File: src/rtl/music_pkg.sv
// Shared types and default timing constants for the note playback scheduler.
package music_pkg;

  typedef enum logic [2:0] {
    IDLE = 3'd0,
    LOAD = 3'd1,
    PLAY = 3'd2,
    GAP  = 3'd3,
    DONE = 3'd4
  } state_e;

  typedef enum logic [1:0] {
    TEMPO_1X   = 2'b00,
    TEMPO_HALF = 2'b01,
    TEMPO_QTR  = 2'b10,
    TEMPO_2X   = 2'b11
  } tempo_e;

  localparam int DEF_ADDR_W     = 4;
  localparam int DEF_NOTE_TICKS = 25_000_000;
  localparam int DEF_GAP_TICKS  = 2_500_000;

  // A scaled duration of zero would skip a note entirely, so never go below 1.
  function automatic int clamp1(input int v);
    return (v < 1) ? 1 : v;
  endfunction

endpackage

File: src/rtl/playback_scheduler_tick_timer.sv
// Loadable down-counter shared by the PLAY and GAP phases; stops at zero.
module tick_timer #(
  parameter int W = 8
) (
  input  logic         clk,
  input  logic         reset,
  input  logic         load,
  input  logic [W-1:0] load_val,
  output logic [W-1:0] value,
  output logic         zero
);

  logic [W-1:0] value_q;
  logic [W-1:0] value_d;

  always_comb begin
    value_d = value_q;
    if (load) begin
      value_d = load_val;
    end else if (value_q != '0) begin
      value_d = value_q - 1'b1;
    end
  end

  always_ff @(posedge clk) begin
    if (reset) begin
      value_q <= '0;
    end else begin
      value_q <= value_d;
    end
  end

  assign value = value_q;
  assign zero  = (value_q == '0);

endmodule

File: src/rtl/playback_scheduler.sv
// Steps note_counter through the recorded notes with tempo-scaled play/gap timing.
// Define PLAYBACK_LOOP_EN to wrap back to the first note instead of finishing.
module playback_scheduler
  import music_pkg::*;
#(
  parameter int ADDR_W     = DEF_ADDR_W,
  parameter int NOTE_TICKS = DEF_NOTE_TICKS,
  parameter int GAP_TICKS  = DEF_GAP_TICKS,
  localparam int TW        = $clog2(2 * NOTE_TICKS + 1)
) (
  input  logic              clk,
  input  logic              reset,
  input  logic              start,
  input  logic              stop,
  input  logic [1:0]        tempo,
  input  logic [ADDR_W:0]   notes_recorded,
  output logic [ADDR_W-1:0] note_counter,
  output logic              ld_play,
  output logic              next_note_en,
  output logic              busy,
  output logic              done,
  output logic [2:0]        state_dbg,
  output logic [TW-1:0]     timer_dbg
);

  // Timer reload values are duration-1 so a phase lasts exactly its duration.
  localparam logic [TW-1:0] LD_1X   = TW'(clamp1(NOTE_TICKS) - 1);
  localparam logic [TW-1:0] LD_HALF = TW'(clamp1(NOTE_TICKS / 2) - 1);
  localparam logic [TW-1:0] LD_QTR  = TW'(clamp1(NOTE_TICKS / 4) - 1);
  localparam logic [TW-1:0] LD_2X   = TW'(clamp1(NOTE_TICKS * 2) - 1);
  localparam logic [TW-1:0] LD_GAP  = TW'(clamp1(GAP_TICKS) - 1);

  state_e            state_q, state_d;
  logic [ADDR_W:0]   cnt_q, cnt_d;
  logic [ADDR_W-1:0] nc_q, nc_d;
  logic              nne_q, nne_d;
  logic              tmr_load;
  logic [TW-1:0]     tmr_val;
  logic [TW-1:0]     tmr_value;
  logic              tmr_zero;
  logic [TW-1:0]     dur_ld;
  logic              last_note;

  tick_timer #(.W(TW)) u_timer (
    .clk      (clk),
    .reset    (reset),
    .load     (tmr_load),
    .load_val (tmr_val),
    .value    (tmr_value),
    .zero     (tmr_zero)
  );

  always_comb begin
    dur_ld = LD_1X;
    case (tempo_e'(tempo))
      TEMPO_1X:   dur_ld = LD_1X;
      TEMPO_HALF: dur_ld = LD_HALF;
      TEMPO_QTR:  dur_ld = LD_QTR;
      TEMPO_2X:   dur_ld = LD_2X;
      default:    dur_ld = LD_1X;
    endcase
  end

  assign last_note = ({1'b0, nc_q} == (cnt_q - 1'b1));

  // Handshake: start is honoured only in IDLE and only when stop is low in the
  // same cycle; stop aborts LOAD/PLAY/GAP into DONE and is ignored elsewhere.
  always_comb begin
    state_d  = state_q;
    cnt_d    = cnt_q;
    nc_d     = nc_q;
    nne_d    = 1'b0;
    tmr_load = 1'b0;
    tmr_val  = dur_ld;
    case (state_q)
      IDLE: begin
        if (start && !stop) state_d = LOAD;
      end
      LOAD: begin
        cnt_d = notes_recorded;
        nc_d  = '0;
        if (stop || (notes_recorded == '0)) begin
          state_d = DONE;
        end else begin
          state_d  = PLAY;
          tmr_load = 1'b1;
          nne_d    = 1'b1;
        end
      end
      PLAY: begin
        if (stop) begin
          state_d = DONE;
        end else if (tmr_zero) begin
          state_d  = GAP;
          tmr_load = 1'b1;
          tmr_val  = LD_GAP;
        end
      end
      GAP: begin
        if (stop) begin
          state_d = DONE;
        end else if (tmr_zero) begin
          if (last_note) begin
`ifdef PLAYBACK_LOOP_EN
            state_d  = PLAY;
            nc_d     = '0;
            tmr_load = 1'b1;
            nne_d    = 1'b1;
`else
            state_d  = DONE;
`endif
          end else begin
            state_d  = PLAY;
            nc_d     = nc_q + 1'b1;
            tmr_load = 1'b1;
            nne_d    = 1'b1;
          end
        end
      end
      DONE: begin
        state_d = IDLE;
      end
      default: state_d = IDLE;
    endcase
    if (state_d == DONE) nc_d = '0;
  end

  always_ff @(posedge clk) begin
    if (reset) begin
      state_q <= IDLE;
      cnt_q   <= '0;
      nc_q    <= '0;
      nne_q   <= 1'b0;
    end else begin
      state_q <= state_d;
      cnt_q   <= cnt_d;
      nc_q    <= nc_d;
      nne_q   <= nne_d;
    end
  end

  assign note_counter = nc_q;
  assign ld_play      = (state_q == PLAY);
  assign next_note_en = nne_q;
  assign busy         = (state_q != IDLE);
  assign done         = (state_q == DONE);
  assign state_dbg    = state_q;
  assign timer_dbg    = tmr_value;

endmodule

File: config.mk
export PLATFORM = sky130hd
export DESIGN_NAME = playback_scheduler
export DESIGN_NICKNAME = d
export VERILOG_FILES = /design/src/rtl/music_pkg.sv /design/src/rtl/playback_scheduler_tick_timer.sv /design/src/rtl/playback_scheduler.sv
export SDC_FILE = /design/constraint.sdc
export NUM_CORES = 1
export LEC_CHECK = 0
export ABC_AREA = 1
export CAP_MARGIN = 0
export CORE_UTILIZATION = 48
export CTS_CLUSTER_SIZE = 8
export DETAILED_ROUTE_END_ITERATION = 8
export PLACE_DENSITY = 0.76
export SYNTH_ARGS = -nofsm -noshare
export SYNTH_HDL_FRONTEND = slang
export SYNTH_HIERARCHICAL = 1
export SYNTH_SLANG_ARGS = --single-unit
export TNS_END_PERCENT = 1
File: constraint.sdc
create_clock -name clk -period 2.8 [get_ports clk]
set_input_delay 0.28 -clock clk [delete_from_list [all_inputs] [get_ports clk]]
set_output_delay 0.28 -clock clk [all_outputs]
set_load 0.01 [all_outputs]
# Word level (Yosys, flattened, before mapping)

Cells that the tools add are included.

Bits in registers: 39
Logic and storage cells: 59
Bits of input ports: 11

Mux-type cells: 26
Eq/ne operators: 12
Add/subtract/negate cells: 3
Reductions and logical operators: 13

Operator list:

| cell                                                                  | number |
|---|---|
| 26-bit 2-to-1 mux                                                     | 5 |
| 26-bit one-hot mux with 4 select lines                                | 1 |
| 26-bit logical NOT                                                    | 1 |
| 26-bit nonzero test                                                   | 1 |
| 26-bit by 1-bit subtractor with 26-bit output, second input constant  | 1 |
| 3-bit 2-to-1 mux                                                      | 7 |
| 4-bit 2-to-1 mux                                                      | 3 |
| 3-bit one-hot mux with 4 select lines                                 | 1 |
| 4-bit one-hot mux with 2 select lines                                 | 1 |
| 3-bit by 2-bit equality test with 1-bit output, second input constant | 2 |
| 3-bit equality test, second input constant                            | 2 |
| 1-bit 2-to-1 mux                                                      | 6 |
| 2-bit inequality test, second input constant                          | 3 |
| 4-bit by 5-bit equality test with 1-bit output                        | 1 |
| 5-bit logical NOT                                                     | 1 |
| 5-bit by 1-bit subtractor with 5-bit output, second input constant    | 1 |
| 4-bit by 1-bit adder with 4-bit output, second input constant         | 1 |
| 2-bit equality test, second input constant                            | 2 |
| 4-bit AND reduction                                                   | 1 |
| 2-bit nonzero test                                                    | 2 |
| 3-bit by 1-bit equality test with 1-bit output, second input constant | 1 |
| 3-bit logical NOT                                                     | 1 |
| 1-bit one-hot mux with 3 select lines                                 | 1 |
| 3-bit nonzero test                                                    | 1 |
| 7 further kinds                                                       | 7 |

# Longest topological paths before layout

Word-level depth: 8
Gate-level depth with buffers: 18
Mapped depth without buffers: 17

# Modules after synthesis

Netlist, hierarchy kept.

Modules (own cells, without submodules):

| module             | area an instance (um2) | sequential area each (um2) | cells each | times used |
|---|---|---|---|---|
| tick_timer         | 1811.7                 | 520.5                      | 283        | 1 |
| playback_scheduler | 1007.2                 | 260.2                      | 156        | 1 |

# Worst setup path after synthesis

Ideal clock, no wire load.

Path kind: reg-to-reg
Start point: register u_timer.value_q[0] (netlist: u_timer/value[0])
End point: register u_timer.value_q[23] (netlist: u_timer/value[23])
Cell stages (with the launch flop): 18
Slack: -0.006 ns
Path buffers: 1
Period minus slack after synthesis: 2.806 ns
Arrival: 2.679 ns
Path through: dfxtp_1 -> inv_1 -> ha_1 -> nand2_4 -> nor2_8 -> nand3_4 -> nor2_4 -> nand3_2 -> inv_1 -> inv_2 -> nor4_4 -> nand2_4 -> nand3_1 -> inv_2 -> clkbuf_1 -> or2_2 -> nand3_2 -> nor2_1

Word-level cells in the longest chain between the ends: 5
Elaborated cells between the ends (all ways): 14

RTL lines:

| element                                                        | line                                                | source |
|---|---|---|
| start, declared                                                | playback_scheduler_tick_timer.sv:13                 | `logic [W-1:0] value_q;` |
| start signal, assigned                                         | playback_scheduler_tick_timer.sv:29                 | `value_q <= value_d;` |
| 26-bit logical NOT *                                           | playback_scheduler_tick_timer.sv:34                 | `assign zero = (value_q == '0);` |
| via tmr_zero                                                   | playback_scheduler.sv:40                            | `logic tmr_zero;` |
| 1-bit 2-to-1 mux (on tied branches)                            | playback_scheduler.sv:102, playback_scheduler.sv:93 |  |
| 1-bit 2-to-1 mux (on tied branches)                            | playback_scheduler.sv:100, playback_scheduler.sv:91 |  |
| 1-bit one-hot mux with 3 select lines *                        | playback_scheduler.sv:75                            | `case (state_q)` |
| via tmr_load                                                   | playback_scheduler.sv:37                            | `logic tmr_load;` |
| 26-bit 2-to-1 mux / 2-bit nonzero test (equally long branches) | n/a                                                 |  |

The timed path passes the listed nets; every way through them passes the cells marked *. The select of a mux whose other input is x is not followed.
A chain may end at the register's enable or synchronous reset.

# Worst setup path in the final report

Start point: register u_timer.value_q[0] (netlist: u_timer/value[0])
End point: register u_timer.value_q[17] (netlist: u_timer/value[17])

The elaborated chain is that of the path after synthesis.

==> results.yml <==
outcome:
  status: "finished clean"
critical_path:
  cp_slowest_stage_delay_ps: 320
  cp.required_ps: 2970
  cp-start-kind: "flop"
  worst-path-buf-inv: 4
  path_cells: "inv_1 -> ha_2 -> nand2_4 -> nor2_8 -> nand3_4 -> nor2_4 -> nand3_2 -> inv_1 -> inv_2 -> nor4_4 -> nand2_4 -> nand3_1 -> inv_4 -> or2_2 -> nand3_1 -> nor2_1"
  crit_arrival_ps: 2780
  crit_path_end_kind: "flop"
  crit_family: "simple AND/OR/NAND/NOR gates"
  cp_max_fo: 33
  critical_path_class: "flop to flop"
  cp_slowest_cell: "dfxtp_1"
cts:
  clock_latency_ps: 290
  clk_pin_slew_ps: 80
  htree_num_levels: 2
  cts_root_buf: "clkbuf_8"
  clockBufferDepth: 2
  hold_buffers: 0
  cts_tree: "done"
  numCtsBuffers: 5
  cts.sinks: 39
synth:
  yosys.area.top_type_share_pct: 27.7
  syn_inst: 439
  synth.most_common_cell: "nand2_1"
  ys.flop_type: "dfxtp_1"
  yosysSeqAreaShare_pct: 27.7
  syn_area_per_cell_um2: 6.42
  ys_types: 36
  ys_async_sr_fraction_pct: 0
  synth_edf_count: 0
  synth-seq-cells: 39
  netlist_area_um2: 2820
  yosysTopAreaCell: "dfxtp_1"
  synthTopCellsByArea: "dfxtp_1 (28%), nand2_1 (13%), nor2_1 (9.7%), nand3_1 (7.3%), inv_1 (5.2%)"
  synth_warnings: 6
  synthTopCellsByCount: "nand2_1 (101), nor2_1 (73), nand3_1 (41)"
timing:
  hold_viol_final: 0
  finalSetupTns_ps: 0
  rsz0062_at_grt: "false"
  timing.final.crit_share_pct: 93.2
  finalSetupViolations: 0
  period_minus_slack_ps: 2610
  fmax_mhz: 383
  drv_slew: 0
  finClkSkew_ps: 3.95
drt:
  final_antenna_net_count: 0
  viasPerCell: 5.29
  drc: 0
  drt_iter0_drc: 197
  routedWlPerCell_um: 13.0
  drt-pass1-iter-count: 4
  vias: 3015
  wirelength_um: 7390
placement:
  hpwlAfterDp_um: 5700
  gp_congestion: 0.895
  portBuffers: 47
layout:
  fin_nets: 518
  drive_gt1_share_pct: 13.7
  num_antenna_cells: 0
  fill_cells: 539
  area_delta_synth_final_pct: 24.6
min_path:
  hp-class: "flop to flop"
global_routing:
  antenna_found_initial: 0
  overflow: 0
  grt_max_degree: 34
  grt_pass1_vias: 2763
  grt_usage_pct: 25.2
  grt_first_pass_wirelength_um: 12400
power:
  irDropWorstVdd_mv: 0.555
  leakage_nw: 1.58
  p_per_area_nw_per_um2: 1080
  power_mw: 3.78
floorplanning:
  die_y_um: 78.6
  core-area_um2: 5570
  dieArea_um2: 6180
  pin_count: 48
  row_count: 27
  die_x_um: 78.6
  initial_utilization_pct: 50.6
job:
  cap_violations: 0
-- cells in the final DEF, fill, tap and decap left out, drive strengths merged --
cell and n:
o21ai 22, o21bai 1, inv 50, or2 5
a21o 1, clkdlybuf4s50 47, dfxtp 39, o31ai 1
xor2 3, clkbuf 7, xnor2 7, a21oi 23
clkinv 2, ha 10, buf 10, nand3b 1
nor2 90, mux2i 4, nor3 5, nand2 112
conb 4, nand3 45, nand4 8, nor4 1
-- worst min-delay path, stage by stage (launching register included) --
cell and delay [ps]:
dfxtp_1 310, inv_1 60, a21oi_1 60
-- power by group --
part	leakage [nW]	total (mW)	switching (mW)	internal [mW]
Combinational	1.22	2.48	1.50	0.983
Clock	0.0422	0.386	0.211	0.175
Sequential	0.319	0.915	0.192	0.723
-- state kept, by name, indices dropped and copies added (netlist names) --
signal         flops
note_counter       4
state_dbg          3
u_timer/value     26
next_note_en       1
cnt_q              5
-- cell families (layout without fill, tap and decap cells) --
| kind of cell | count (synthesis) | count (layout) | share of synthesized area, % |
|---|---|---|---|
| other | 1 | 4 | 0.133 |
| adders and majority gates | 10 | 10 | 4.44 |
| xor gates and xnor gates | 10 | 10 | 3.11 |
| AOI/OAI and AO/OA | 48 | 48 | 8.79 |
| DFF | 39 | 39 | 27.7 |
| and+or+nand+nor | 267 | 267 | 46.1 |
| buffers and inverters | 60 | 116 | 8.30 |
| muxes | 4 | 4 | 1.42 |
-- worst paths after layout --
path | slack, ps | depth (start not counted) | start | to
hold / removal | 470 | 2 | cnt_q[4]$_SDFFE_PP0P_ | cnt_q[4]$_SDFFE_PP0P_
setup reg to reg | 190 | 16 | u_timer/value[0]$_SDFFE_PP0P_ | u_timer/value[17]$_SDFFE_PP0P_
setup / recovery | 190 | 16 | u_timer/value[0]$_SDFFE_PP0P_ | u_timer/value[17]$_SDFFE_PP0P_
hold reg to reg | 470 | 2 | cnt_q[4]$_SDFFE_PP0P_ | cnt_q[4]$_SDFFE_PP0P_
-- through the flow --
step                      worst slack, ps  instances  cell area (µm²)  utilization [%]  hold WS (ps)
after detailed placement             9.85        561             3420             61.3           463
after floorplan                      39.4        442             2830                -           349
after global placement                108        561             3420             61.3           463
after global routing                 1.50        570             3510             63.0           525
after CTS                            73.5        569             3500             62.8           476
final                                 192        570             3510             63.0           473
-- final cells by class --
class	instances	area, µm²	share of cell area (%)
Clock buffer	7	76.3	2.17
Clock inverter	1	5.00	0.142
Inverter	51	194	5.52
Multi-Input combinational cell	343	1820	51.7
Sequential cell	39	781	22.2
Tap cell	72	90.1	2.56
Timing Repair Buffer	57	549	15.6
-- metal layers --
metal / vias to the layer above / track usage, % / share of wire, %
met5: - / 0 / 0
met4: 0 / 7.41 / 0.89
met3: 4 / 3.84 / 5.3
met2: 89 / 42.2 / 47
met1: 1409 / 33.3 / 47
li1: 1513 / - / -
-- timing repair --
action,4_1_cts,5_1_grt
resized for setup,1,1
buffers inserted,0,1
pin swaps,0,1
endpoints found under the setup margin,2,25
Power figures use the tool's default switching activity.
